[config.mk]
export PLATFORM = sky130hd
export DESIGN_NAME = mem_bus_decoder
export DESIGN_NICKNAME = d
export VERILOG_FILES = /design/src/rtl/mem_bus_pkg.sv /design/src/rtl/mem_region_match.sv /design/src/rtl/mem_bus_decoder.sv
export SDC_FILE = /design/constraint.sdc
export NUM_CORES = 1
export LEC_CHECK = 0
export BUFFER_PORTS_ARGS = -buffer_cell sky130_fd_sc_hd__buf_2
export CORE_AREA = 5 5 171 173
export DETAILED_ROUTE_END_ITERATION = 10
export DIE_AREA = 0 0 176 178
export PLACE_DENSITY = 0.59
export SYNTH_ARGS = -nofsm -noshare
export SYNTH_HDL_FRONTEND = slang
export SYNTH_HIERARCHICAL = 1
export SYNTH_SLANG_ARGS = --single-unit
[constraint.sdc]
create_clock -name clk -period 2.5 [get_ports clk]
set_input_delay 0.375 -clock clk [delete_from_list [all_inputs] [get_ports clk]]
set_output_delay 0.375 -clock clk [all_outputs]
set_load 0.1 [all_outputs]
[src/rtl/mem_bus_pkg.sv]
// Shared definitions for the CPU memory-port decoder: FSM encoding,
// error read data and the default SoC memory map (32-bit addresses, up to 16 slaves).
package mem_bus_pkg;

    localparam int MAX_SLAVES = 16;

    localparam logic [1:0] STATE_IDLE   = 2'd0;
    localparam logic [1:0] STATE_ACCESS = 2'd1;
    localparam logic [1:0] STATE_RESP   = 2'd2;

    typedef enum logic [1:0] {
        ST_IDLE   = STATE_IDLE,
        ST_ACCESS = STATE_ACCESS,
        ST_RESP   = STATE_RESP
    } state_t;

    localparam logic [31:0] DEFAULT_ERROR_RDATA = 32'hDEADBEEF;

    // Slave0 = 64 KiB at 0, slave1 = 16 B at 0x2000_0000, the rest disabled
    // (zero mask with a non-zero base can never match).
    localparam logic [MAX_SLAVES*32-1:0] DEFAULT_REGION_BASE =
        {{(MAX_SLAVES-2){32'hFFFF_FFFF}}, 32'h2000_0000, 32'h0000_0000};
    localparam logic [MAX_SLAVES*32-1:0] DEFAULT_REGION_MASK =
        {{(MAX_SLAVES-2){32'h0000_0000}}, 32'hFFFF_FFF0, 32'hFFFF_0000};

    function automatic int sel_width(input int n);
        return (n > 1) ? $clog2(n) : 1;
    endfunction

endpackage

[src/rtl/mem_region_match.sv]
// Combinational base/mask region match; on overlapping regions the
// lowest slave index wins.
module mem_region_match
    import mem_bus_pkg::*;
#(
    parameter int NUM_SLAVES = 8,
    parameter int ADDR_WIDTH = 32,
    parameter logic [NUM_SLAVES*ADDR_WIDTH-1:0] REGION_BASE = DEFAULT_REGION_BASE[NUM_SLAVES*ADDR_WIDTH-1:0],
    parameter logic [NUM_SLAVES*ADDR_WIDTH-1:0] REGION_MASK = DEFAULT_REGION_MASK[NUM_SLAVES*ADDR_WIDTH-1:0]
) (
    input  logic [ADDR_WIDTH-1:0]                addr,
    output logic                                 hit,
    output logic [sel_width(NUM_SLAVES)-1:0]     sel
);

    localparam int SEL_W = sel_width(NUM_SLAVES);

    logic [NUM_SLAVES-1:0] hit_vec;

    generate
        for (genvar gi = 0; gi < NUM_SLAVES; gi++) begin : g_match
            assign hit_vec[gi] = ((addr & REGION_MASK[gi*ADDR_WIDTH +: ADDR_WIDTH])
                                  == REGION_BASE[gi*ADDR_WIDTH +: ADDR_WIDTH]);
        end
    endgenerate

    assign hit = |hit_vec;

    // Scan downwards so the last assignment is the lowest matching index.
    always_comb begin
        sel = '0;
        for (int i = NUM_SLAVES - 1; i >= 0; i--) begin
            if (hit_vec[i]) begin
                sel = SEL_W'(i);
            end
        end
    end

endmodule

[src/rtl/mem_bus_decoder.sv]
// Registered address decoder / router between a single-outstanding CPU
// memory port and up to NUM_SLAVES memory-mapped devices, with timeout.
module mem_bus_decoder
    import mem_bus_pkg::*;
#(
    parameter int NUM_SLAVES = 8,
    parameter int ADDR_WIDTH = 32,
    parameter int DATA_WIDTH = 32,
    parameter logic [NUM_SLAVES*ADDR_WIDTH-1:0] REGION_BASE = DEFAULT_REGION_BASE[NUM_SLAVES*ADDR_WIDTH-1:0],
    parameter logic [NUM_SLAVES*ADDR_WIDTH-1:0] REGION_MASK = DEFAULT_REGION_MASK[NUM_SLAVES*ADDR_WIDTH-1:0],
    parameter int TIMEOUT = 255,
    parameter logic [DATA_WIDTH-1:0] ERROR_RDATA = DATA_WIDTH'(DEFAULT_ERROR_RDATA)
) (
    input  logic                             clk,
    input  logic                             resetn,
    input  logic                             mem_valid,
    input  logic [ADDR_WIDTH-1:0]            mem_addr,
    input  logic [DATA_WIDTH-1:0]            mem_wdata,
    input  logic [DATA_WIDTH/8-1:0]          mem_wstrb,
    output logic                             mem_ready,
    output logic [DATA_WIDTH-1:0]            mem_rdata,
    output logic                             mem_error,
    output logic [NUM_SLAVES-1:0]            enables,
    output logic                             slv_valid,
    output logic [ADDR_WIDTH-1:0]            slv_addr,
    output logic [DATA_WIDTH-1:0]            slv_wdata,
    output logic [DATA_WIDTH/8-1:0]          slv_wstrb,
    input  logic [NUM_SLAVES*DATA_WIDTH-1:0] slv_rdata,
    input  logic [NUM_SLAVES-1:0]            slv_ready
);

    localparam int SEL_W = sel_width(NUM_SLAVES);
    localparam int CNT_W = (TIMEOUT > 0) ? $clog2(TIMEOUT + 1) : 1;
    localparam logic [CNT_W-1:0] CNT_LAST = CNT_W'((TIMEOUT > 0) ? TIMEOUT - 1 : 0);

    state_t                  state_reg, state_next;
    logic [CNT_W-1:0]        cnt_reg, cnt_next;
    logic                    mem_ready_reg, mem_ready_next;
    logic                    mem_error_reg, mem_error_next;
    logic [DATA_WIDTH-1:0]   mem_rdata_reg, mem_rdata_next;
    logic [NUM_SLAVES-1:0]   enables_reg, enables_next;
    logic                    slv_valid_reg, slv_valid_next;
    logic [ADDR_WIDTH-1:0]   slv_addr_reg, slv_addr_next;
    logic [DATA_WIDTH-1:0]   slv_wdata_reg, slv_wdata_next;
    logic [DATA_WIDTH/8-1:0] slv_wstrb_reg, slv_wstrb_next;

    logic                    match_hit;
    logic [SEL_W-1:0]        match_sel;
    logic                    slave_done;
    logic [DATA_WIDTH-1:0]   rdata_masked [NUM_SLAVES];
    logic [DATA_WIDTH-1:0]   sel_rdata;

    mem_region_match #(
        .NUM_SLAVES (NUM_SLAVES),
        .ADDR_WIDTH (ADDR_WIDTH),
        .REGION_BASE(REGION_BASE),
        .REGION_MASK(REGION_MASK)
    ) u_match (
        .addr(mem_addr),
        .hit (match_hit),
        .sel (match_sel)
    );

    // The one-hot enable doubles as the return-path select, so ready and
    // data from non-selected slaves are masked out here.
    generate
        for (genvar gi = 0; gi < NUM_SLAVES; gi++) begin : g_rmux
            assign rdata_masked[gi] = slv_rdata[gi*DATA_WIDTH +: DATA_WIDTH]
                                      & {DATA_WIDTH{enables_reg[gi]}};
        end
    endgenerate

    always_comb begin
        sel_rdata = '0;
        for (int i = 0; i < NUM_SLAVES; i++) begin
            sel_rdata = sel_rdata | rdata_masked[i];
        end
    end

    assign slave_done = |(slv_ready & enables_reg);

    always_comb begin
        state_next     = state_reg;
        cnt_next       = cnt_reg;
        mem_ready_next = 1'b0;
        mem_error_next = mem_error_reg;
        mem_rdata_next = mem_rdata_reg;
        enables_next   = enables_reg;
        slv_valid_next = slv_valid_reg;
        slv_addr_next  = slv_addr_reg;
        slv_wdata_next = slv_wdata_reg;
        slv_wstrb_next = slv_wstrb_reg;
        case (state_reg)
            ST_IDLE: begin
                if (mem_valid) begin
                    if (match_hit) begin
                        slv_addr_next  = mem_addr;
                        slv_wdata_next = mem_wdata;
                        slv_wstrb_next = mem_wstrb;
                        enables_next   = NUM_SLAVES'(1) << match_sel;
                        slv_valid_next = 1'b1;
                        cnt_next       = '0;
                        state_next     = ST_ACCESS;
                    end else begin
                        mem_rdata_next = ERROR_RDATA;
                        mem_error_next = 1'b1;
                        mem_ready_next = 1'b1;
                        state_next     = ST_RESP;
                    end
                end
            end
            ST_ACCESS: begin
                if (cnt_reg != '1) begin
                    cnt_next = cnt_reg + 1'b1;
                end
                // Slave response takes precedence over a same-cycle timeout.
                if (slave_done) begin
                    mem_rdata_next = sel_rdata;
                    mem_error_next = 1'b0;
                    mem_ready_next = 1'b1;
                    enables_next   = '0;
                    slv_valid_next = 1'b0;
                    state_next     = ST_RESP;
                end else if (TIMEOUT != 0 && cnt_reg == CNT_LAST) begin
                    mem_rdata_next = ERROR_RDATA;
                    mem_error_next = 1'b1;
                    mem_ready_next = 1'b1;
                    enables_next   = '0;
                    slv_valid_next = 1'b0;
                    state_next     = ST_RESP;
                end
            end
            ST_RESP: begin
                mem_error_next = 1'b0;
                state_next     = ST_IDLE;
            end
            default: begin
                state_next = ST_IDLE;
            end
        endcase
    end

    always_ff @(posedge clk or negedge resetn) begin
        if (!resetn) begin
            state_reg     <= ST_IDLE;
            cnt_reg       <= '0;
            mem_ready_reg <= 1'b0;
            mem_error_reg <= 1'b0;
            mem_rdata_reg <= '0;
            enables_reg   <= '0;
            slv_valid_reg <= 1'b0;
            slv_addr_reg  <= '0;
            slv_wdata_reg <= '0;
            slv_wstrb_reg <= '0;
        end else begin
            state_reg     <= state_next;
            cnt_reg       <= cnt_next;
            mem_ready_reg <= mem_ready_next;
            mem_error_reg <= mem_error_next;
            mem_rdata_reg <= mem_rdata_next;
            enables_reg   <= enables_next;
            slv_valid_reg <= slv_valid_next;
            slv_addr_reg  <= slv_addr_next;
            slv_wdata_reg <= slv_wdata_next;
            slv_wstrb_reg <= slv_wstrb_next;
        end
    end

    assign mem_ready = mem_ready_reg;
    assign mem_error = mem_error_reg;
    assign mem_rdata = mem_rdata_reg;
    assign enables   = enables_reg;
    assign slv_valid = slv_valid_reg;
    assign slv_addr  = slv_addr_reg;
    assign slv_wdata = slv_wdata_reg;
    assign slv_wstrb = slv_wstrb_reg;

endmodule
==> metrics.yaml, run 1 <==
cts.htree.levels: 4
clock_sinks: 121
grt_antenna_before_repair: 12
outcome: "complete, no violations"
power.density_nw_per_um2: 524.8
power_frac_comb: 0.101
hold_viol: 0
grt_pass1_vias: 7529
synth_cells: 692
met3_usage: 0.06401
synth_area_um2: 6387
fin_crit_ns: 2.167
clockBufferDepth: 2
num_vias: 7562
power.leakage_nw: 4.979
busiest_layer: "met2"
criticalPathCategory: "input pin to flop"
nFillCells: 2877
cp_cell_sequence: "buf_2, nor4_1, buf_4, nand4_1, a21oi_1, buf_4, nor3b_2, a41oi_1, nor2_4, o31a_1"
multi_input_area_um2: 2995
hpwl_mm: 24.30
cts_resized: 0
final_area_um2: 9781
synth-main-ff-cell: "dfrtp_1"
setup_violations: 0
required_ns: 2.79
setup_ws_ns: 0.3327
ys_seq_area_frac: 0.4740
dieArea_um2: 31330
layout_common_cells: "439 x buf_2, 220 x nand2_1, 119 x dfrtp_1, 80 x a22oi_1, 35 x nand4_1"
clk_latency_ns: 0.41
wire_per_inst_um: 21.29
cp-end-kind: "flop"
place_ws_ns: -0.07486
rows: 61
synth-seq-cells: 121
via_per_inst: 5.075
start_util: 0.2325
cp-start-kind: "input pin"
cts_made_buffers: 17
placed_cell_area_um2: 9135
synth_edf_count: 0
tightest_slew_ns: 1.012
grt_use_met1: 0.2411
gr-usage-met2: 0.3043
relSlewSlack: 0.3237
grt_first_pass_wirelength_mm: 45.92
nets: 1460
yosysUniqueCellTypes: 49
die_height_um: 178
grt_max_degree: 73
gr-total-overflow: 0
synthArstFlopShare: 1.000
rsz0062_at_grt: "false"
cts-root-buf: "clkbuf_16"
drive_gt1_frac: 0.4630
slew_violations: 0
ir_worst_vdd_v: 0.0003329
syn-mean-instance-area_um2: 9.230
crit_path_max_fanout: 32
setup-tns-final_ns: 0
sw_frac_of_total: 0.2580
min-delay-path-class: "input pin to flop"
clock_skew_ns: 0.01100
cp_data_arrival_time_ns: 2.46
drt-initial-drc-count: 577
final_common_cell: "buf_2"
seqCellArea_um2: 3030
place.gp.congestion: 0.9166
cpPeakStageDelay_ns: 0.36
yosysWarnings: 6
area_delta_synth_final_pct: 53.12
power.switching_mw: 1.324
p_int_mw: 3.808
wl_mm: 31.73
cts.reportedPaths.clkPinSlew_ns: 0.07
grt_use_total: 0.1917
io_pins: 446
portBuffers: 445
post-route-drc-count: 0
drt_pass1_iterations: 6
fmax_mhz: 461.4
maxCapViolCount: 0
cp_slowest_cell: "nor4_1"
core_um2: 27480
pwr-share-clk: 0.513
seq_power_share: 0.385
critical_path.most_common_cell: "buf_4"
die_w_um: 176
cts_tree: "built"
ant_nets: 0
finalCritPeriodShare: 0.8669
[synth_stat cells (7+ instances only)]
cell | n | area share
nand2_1 | 220 | 0.13
dfrtp_1 | 121 | 0.47
a22oi_1 | 80 | 0.094
nand4_1 | 35 | 0.034
a22o_1 | 25 | 0.034
buf_2 | 25 | 0.020
o31a_1 | 25 | 0.034
a221oi_1 | 24 | 0.033
clkbuf_1 | 17 | 0.010
inv_1 | 13 | 0.0076
buf_1 | 9 | 0.0053
nor2_1 | 9 | 0.0053
a21oi_1 | 8 | 0.0063
buf_6 | 7 | 0.012
[worst paths after layout]
kind	start	endpoint	slack (ns)	depth (start not counted)
setup / recovery	mem_addr[24]	mem_rdata[31]	0.33	10
hold / removal	mem_wdata[21]	slv_wdata[21]	0.15	3
setup reg to reg	state_reg[0]	mem_rdata[4]	0.50	4
hold reg to reg	slv_wdata[10]	slv_wdata[10]	0.47	2
max in group asynchronous	resetn	slv_wdata[25]	1.26	3
min in group asynchronous	resetn	mem_rdata[2]	0.55	2
[power by group through the flow]
stage          combinational [mW]  clock, mW  sequential (mW)
6_report                    0.519       2.64             1.98
3_3_place_gp                0.512          0             2.01
5_1_grt                     0.563       2.83             1.98
3_5_place_dp                0.517          0             2.01
2_1_floorplan              0.0984          0             2.05
4_1_cts                     0.521       2.72             1.98
[layout make-up]
| class | count | share of cell area |
|---|---|---|
| well taps | 346 | 0.04426 |
| inverters | 14 | 0.005373 |
| flip-flops and latches | 121 | 0.3098 |
| clock buffers | 18 | 0.04388 |
| multi-input cells | 496 | 0.3063 |
| diodes | 8 | 0.002047 |
| clock inverters | 14 | 0.01906 |
| repair buffers | 473 | 0.2693 |
[cell families (layout without fill, tap and decap cells)]
kind of cell,count (synthesis),after routing,share of synthesized area
simple gates,293,293,0.2010
compound gates,194,194,0.2521
flops,121,121,0.4740
buf+inv,76,519,0.06014
mux,5,5,0.008227
fa+ha+maj,2,2,0.003917
other cells,1,10,0.0005871
[critical path: cells and delay by family]
kind	cells	cell delay [ns]
AND/OR/NAND/NOR	4	0.74
AO/OA/AOI/OAI	3	0.82
buffers and inverters	3	0.47
[timing repair]
action                                  4_1_cts  5_1_grt
hold endpoints to repair                     41        0
endpoints found under the setup margin        0        0
hold buffers                                  1        0
setup buffers                                 0        0
[per-layer routing]
layer	share of wire	vias to the layer above
li1	-	3423
met1	0.40	3632
met2	0.47	449
met3	0.098	52
met4	0.027	6
met5	0.0011	-
[stage by stage]
stage          power, mW  instances  hold slack [ns]    util
2_1_floorplan      2.144        693          0.07941       -
3_3_place_gp       2.526       1449           0.4211  0.3325
3_5_place_dp       2.532       1449           0.4173  0.3325
4_1_cts            5.221       1482           0.1259  0.3552
5_1_grt            5.369       1489           0.1216  0.3559
6_report           5.133       1490           0.1472  0.3560
Power figures use the tool's default switching activity.
==> run 2: changes to the inputs <==
--- a/config.mk
+++ b/config.mk
@@ -10,6 +10,7 @@
 export DETAILED_ROUTE_END_ITERATION = 10
 export DIE_AREA = 0 0 176 178
 export PLACE_DENSITY = 0.59
+export RECOVER_POWER = 25
 export SYNTH_ARGS = -nofsm -noshare
 export SYNTH_HDL_FRONTEND = slang
 export SYNTH_HIERARCHICAL = 1
==> run 2 against run 1 <==
Effect of this change: via count unchanged; critical endpoint unchanged; count of clock-buffer cells in the layout unchanged; utilization about the same; hold slack unchanged; critical path depth unchanged; wire length about the same.
==> metrics.yaml, run 2 (same netlist as run 1, synthesis figures left out) <==
hold_viol: 0  # unchanged
outcome: "complete, no violations"
cts.htree.levels: 4  # unchanged
fin_crit_ns: 2.167  # unchanged
core_um2: 27480  # unchanged
nets: 1460  # unchanged
crit_path_max_fanout: 32  # unchanged
cts_made_buffers: 17  # unchanged
clock_skew_ns: 0.01100  # unchanged
ant_nets: 0  # unchanged
drt-initial-drc-count: 577  # unchanged
final_cells: 1490  # unchanged
required_ns: 2.79  # about the same
cp_data_arrival_time_ns: 2.46  # about the same
relSlewSlack: 0.3237  # unchanged
area_delta_synth_final_pct: 53.07  # about the same
ir_worst_vdd_v: 0.0003329  # unchanged
maxCapViolCount: 0  # unchanged
die_height_um: 178  # unchanged
final_common_cell: "buf_2"
p_total_mw: 5.132  # about the same
power.leakage_nw: 4.976  # about the same
post-route-drc-count: 0  # unchanged
drive_gt1_frac: 0.4621  # -0.0008803
wl_mm: 31.73  # about the same
tightest_slew_ns: 1.012  # unchanged
min-delay-path-class: "input pin to flop"
slew_violations: 0  # unchanged
rsz0062_at_grt: "false"
cts.reportedPaths.clkPinSlew_ns: 0.07  # about the same
dieArea_um2: 31330  # unchanged
num_vias: 7562  # unchanged
grt_max_degree: 73  # unchanged
placed_cell_area_um2: 9135  # unchanged
gr-total-overflow: 0  # unchanged
post_cts_buffers: 0  # unchanged
grt_pass1_vias: 7529  # unchanged
cp-end-kind: "flop"
portBuffers: 445  # unchanged
drt_pass1_iterations: 6  # unchanged
wire_per_inst_um: 21.29  # about the same
cts_resized: 0  # unchanged
power.density_nw_per_um2: 524.9  # about the same
hold_buffers: 1  # unchanged
die_w_um: 176  # unchanged
final_area_um2: 9777  # about the same
hpwl_mm: 24.30  # unchanged
setup-tns-final_ns: 0  # unchanged
via_per_inst: 5.075  # unchanged
setup_violations: 0  # unchanged
grt_antenna_before_repair: 12  # unchanged
io_pins: 446  # unchanged
grt_first_pass_wirelength_mm: 45.92  # unchanged
cts_tree: "built"
hold_slack_ns: 0.1472  # unchanged
cts-root-buf: "clkbuf_16"
clk_latency_ns: 0.41  # about the same
clockBufferDepth: 2  # unchanged
layout_common_cells: "439 x buf_2, 220 x nand2_1, 119 x dfrtp_1, 80 x a22oi_1, 35 x nand4_1"
rows: 61  # unchanged
finalCritPeriodShare: 0.8669  # unchanged
place_inst: 1449  # unchanged
criticalPathCategory: "input pin to flop"
place.gp.congestion: 0.9166  # unchanged
clock_sinks: 121  # unchanged
start_util: 0.2325  # unchanged
fmax_mhz: 461.4  # unchanged
grt_use_total: 0.1917  # unchanged
cp-start-kind: "input pin"
## run 2: changes by cell type in the layout (fill, tap and decap cells not counted), sizes merged
cell / change
buf: -1
clkbuf: +1
## run 2: report_power, final
part | switching (mW) | leakage, nW | internal (mW)
sequential | 0.0129 | 1.55 | 1.97
clock | 1.04 | 0.294 | 1.60
combinational | 0.274 | 3.13 | 0.245
## run 2: final cells by class
cell class                      instances  area (µm²)
Antenna cell                            8       20.02
Clock inverter                         14       186.4
Timing Repair Buffer                  473        2630
Clock buffer                           18       429.2
Multi-Input combinational cell        496        2995
Tap cell                              346       432.9
Sequential cell                       121        3030
Fill cell                            2879       17700
Inverter                               14       52.55
## run 2: metrics by stage
stage	utilization	worst slack, ns
floorplan	-	0.3861
CTS	0.3552	0.2953
global route	0.3557	0.2929
detailed placement	0.3325	-0.07486
finish	0.3558	0.3327
global placement	0.3325	-0.07819
## run 2: worst paths after layout
check	startpoint	depth (start not counted)	slack, ns	end
setup reg to reg	state_reg[0]	4	0.50	mem_rdata[4]
hold / removal	mem_wdata[21]	3	0.15	slv_wdata[21]
hold reg to reg	slv_wdata[10]	2	0.47	slv_wdata[10]
max in group asynchronous	resetn	3	0.89	slv_addr[23]
setup / recovery	mem_addr[24]	10	0.33	mem_rdata[31]
min in group asynchronous	resetn	2	0.55	mem_rdata[2]
## run 2: layer usage
metal,track usage,part of all wire,vias to the layer above
met3,0.06401,0.098,52
li1,-,-,3423
met1,0.2411,0.40,3632
met4,0.07830,0.027,6
met2,0.3043,0.47,449
met5,0,0.0011,-
## run 2: worst max-delay path: stages
cell     delay (ns)
buf_2          0.10
nor4_1         0.36
buf_4          0.18
nand4_1        0.10
a21oi_1        0.24
buf_4          0.19
nor3b_2        0.05
a41oi_1        0.27
nor2_4         0.23
o31a_1         0.31
==> run 3: changes to the inputs <==
--- a/config.mk
+++ b/config.mk
@@ -6,10 +6,11 @@
 export NUM_CORES = 1
 export LEC_CHECK = 0
 export BUFFER_PORTS_ARGS = -buffer_cell sky130_fd_sc_hd__buf_2
-export CORE_AREA = 5 5 171 173
+export CORE_AREA = 5 5 170 172
+export CTS_BUF_LIST = sky130_fd_sc_hd__clkbuf_4 sky130_fd_sc_hd__clkbuf_8
 export DETAILED_ROUTE_END_ITERATION = 10
-export DIE_AREA = 0 0 176 178
-export PLACE_DENSITY = 0.59
+export DIE_AREA = 0 0 175 177
+export PLACE_DENSITY = 0.6
 export RECOVER_POWER = 25
 export SYNTH_ARGS = -nofsm -noshare
 export SYNTH_HDL_FRONTEND = slang
==> run 3 against run 2 <==
Effect of this change: register-to-register slack improved by 0.02 ns; critical endpoint is now mem_rdata[24]; cell count increased by 0.20%; highest routed layer unchanged; die area decreased by 1.1%; cell area decreased by 2.0%; fmax increased by 5.6%; critical path depth decreased by 1; clock skew increased by 0.014 ns.
==> metrics.yaml, run 3 (same netlist as run 1, synthesis figures left out) <==
cts_resized: 0  # unchanged
dieArea_um2: 30980  # -1.1%
final_cells: 1493  # +0.20%
cts.reportedPaths.clkPinSlew_ns: 0.10  # +0.03 ns
grt_antenna_before_repair: 20  # +8
min-delay-path-class: "input pin to flop"
cts_made_buffers: 17  # unchanged
pwr-share-clk: 0.413  # -0.100
slew_violations: 0  # unchanged
portBuffers: 445  # unchanged
grt_max_degree: 72  # -1.4%
ir_worst_vdd_v: 0.0002056  # -38%
clock_sinks: 121  # unchanged
placed_cell_area_um2: 9169  # +0.37%
cpLargestDelayFamily: "simple AND/OR/NAND/NOR gates"
power_frac_comb: 0.122  # +0.021
die_height_um: 177  # -0.56%
start_util: 0.2338  # +0.001299
finalCritPeriodShare: 0.8206  # -0.04632
hpwl_mm: 24.44  # +0.56%
fin_crit_ns: 2.051  # -0.1158 ns
io_pins: 446  # unchanged
drt_pass1_iterations: 5  # -1
wl_mm: 31.33  # -1.2%
power.switching_mw: 1.232  # -7.0%
setup_ws_ns: 0.4485  # +0.1158 ns
cts.htree.levels: 4  # unchanged
cpPeakStageDelay_ns: 0.77  # +0.41 ns
final_area_um2: 9578  # -2.0%
grt_pass1_vias: 7723  # +2.6%
ant_nets: 0  # unchanged
wire_per_inst_um: 20.99  # -1.4%
nets: 1459  # -0.068%
power.leakage_nw: 4.870  # -2.1%
p_total_mw: 4.244  # -17%
crit_path_max_fanout: 32  # unchanged
required_ns: 2.78  # about the same
cp_slowest_cell: "nor2_4"
fmax_mhz: 487.5  # +5.6%
layout_common_cells: "437 x buf_2, 220 x nand2_1, 120 x dfrtp_1, 80 x a22oi_1, 35 x nand4_1"
cp_data_arrival_time_ns: 2.33  # -0.13 ns
post-route-drc-count: 0  # unchanged
maxCapViolCount: 0  # unchanged
cp-end-kind: "flop"
cts-root-buf: "clkbuf_8"
grt_first_pass_wirelength_mm: 46.40  # +1.1%
die_w_um: 175  # -0.57%
setup_violations: 0  # unchanged
gr-total-overflow: 0  # unchanged
seq_power_share: 0.465  # +0.079
critPathBufInv: 2  # -1
clockBufferDepth: 2  # unchanged
final_common_cell: "buf_2"
rows: 61  # unchanged
core_um2: 27320  # -0.56%
via_per_inst: 5.088  # +0.26%
sw_frac_of_total: 0.2903  # +0.03227
setup-tns-final_ns: 0  # unchanged
cp-start-kind: "input pin"
grt_use_total: 0.1940  # +0.002275
place_ws_ns: 0.03865  # +0.1135 ns
place.gp.congestion: 0.9052  # -1.2%
clk_latency_ns: 0.44  # +0.03 ns
outcome: "complete, no violations"
cts_tree: "built"
drive_gt1_frac: 0.4621  # about the same
area_delta_synth_final_pct: 49.95
cp_cell_sequence: "buf_2, nor4b_2, nand4_1, a21oi_1, buf_4, nor3b_2, a41oi_1, nor2_4, o31ai_1"
p_int_mw: 3.012  # -21%
drt-initial-drc-count: 694  # +20%
rsz0062_at_grt: "false"
num_vias: 7597  # +0.46%
tightest_slew_ns: 1.393  # +0.3812 ns
relSlewSlack: 0.07117  # -0.2525
power.density_nw_per_um2: 443.1  # -16%
clock_skew_ns: 0.02478  # +0.01379 ns
place_inst: 1448  # -0.069%
hold_viol: 0  # unchanged
criticalPathCategory: "input pin to flop"
[run 3: final timing paths]
path,start,endpoint,slack [ns],cells after the start
worst min-delay path,mem_wstrb[2],slv_wstrb[2],0.12,3
max in group asynchronous,resetn,enables[6],0.67,3
worst max-delay path,mem_addr[29],mem_rdata[24],0.45,9
worst min register to register,slv_wdata[7],slv_wdata[7],0.47,2
min in group asynchronous,resetn,mem_rdata[10],0.77,2
worst max register to register,cnt_reg[3],mem_rdata[24],0.52,4
[run 3: per-layer routing]
metal	vias up	wire, µm	GRT usage
li1	3413	-	-
met1	3654	12270	0.2406
met2	452	14650	0.2962
met5	-	72	0
met4	10	1218	0.1057
met3	68	3124	0.06836
[run 3: area by class of cell]
| class | count | area [µm²] |
|---|---|---|
| flip-flops and latches | 121 | 3029 |
| fillers | 2910 | 17750 |
| repair buffers | 472 | 2663 |
| clock buffers | 17 | 234.0 |
| well taps | 346 | 432.9 |
| diodes | 13 | 32.53 |
| inverters | 14 | 52.55 |
| clock inverters | 14 | 138.9 |
| multi-input cells | 496 | 2995 |
[run 3: timing repair]
item,4_1_cts,5_1_grt
setup endpoints to repair,0,0
buffers inserted,0,0
hold endpoints to repair,43,0
hold buffers,1,0
[run 3: power by group through the flow]
stage	Clock, mW	Sequential (mW)	Combinational (mW)
3_3_place_gp	0	2.01	0.513
4_1_cts	1.83	1.97	0.521
6_report	1.75	1.97	0.518
2_1_floorplan	0	2.05	0.0984
3_5_place_dp	0	2.01	0.517
5_1_grt	1.91	1.98	0.564
[run 3: metrics by stage]
step                      hold slack [ns]  utilization
after floorplan                   0.07941            -
after global placement             0.3502       0.3356
after detailed placement           0.3504       0.3356
after CTS                         0.07285       0.3496
after global routing              0.09592       0.3505
final                              0.1180       0.3505
[run 3: worst reg2reg max path: stages (launching register included)]
cell     delay, ns
dfrtp_1       0.43
and4_1        0.28
a41oi_1       0.18
nor2_4        0.77
o31ai_1       0.18
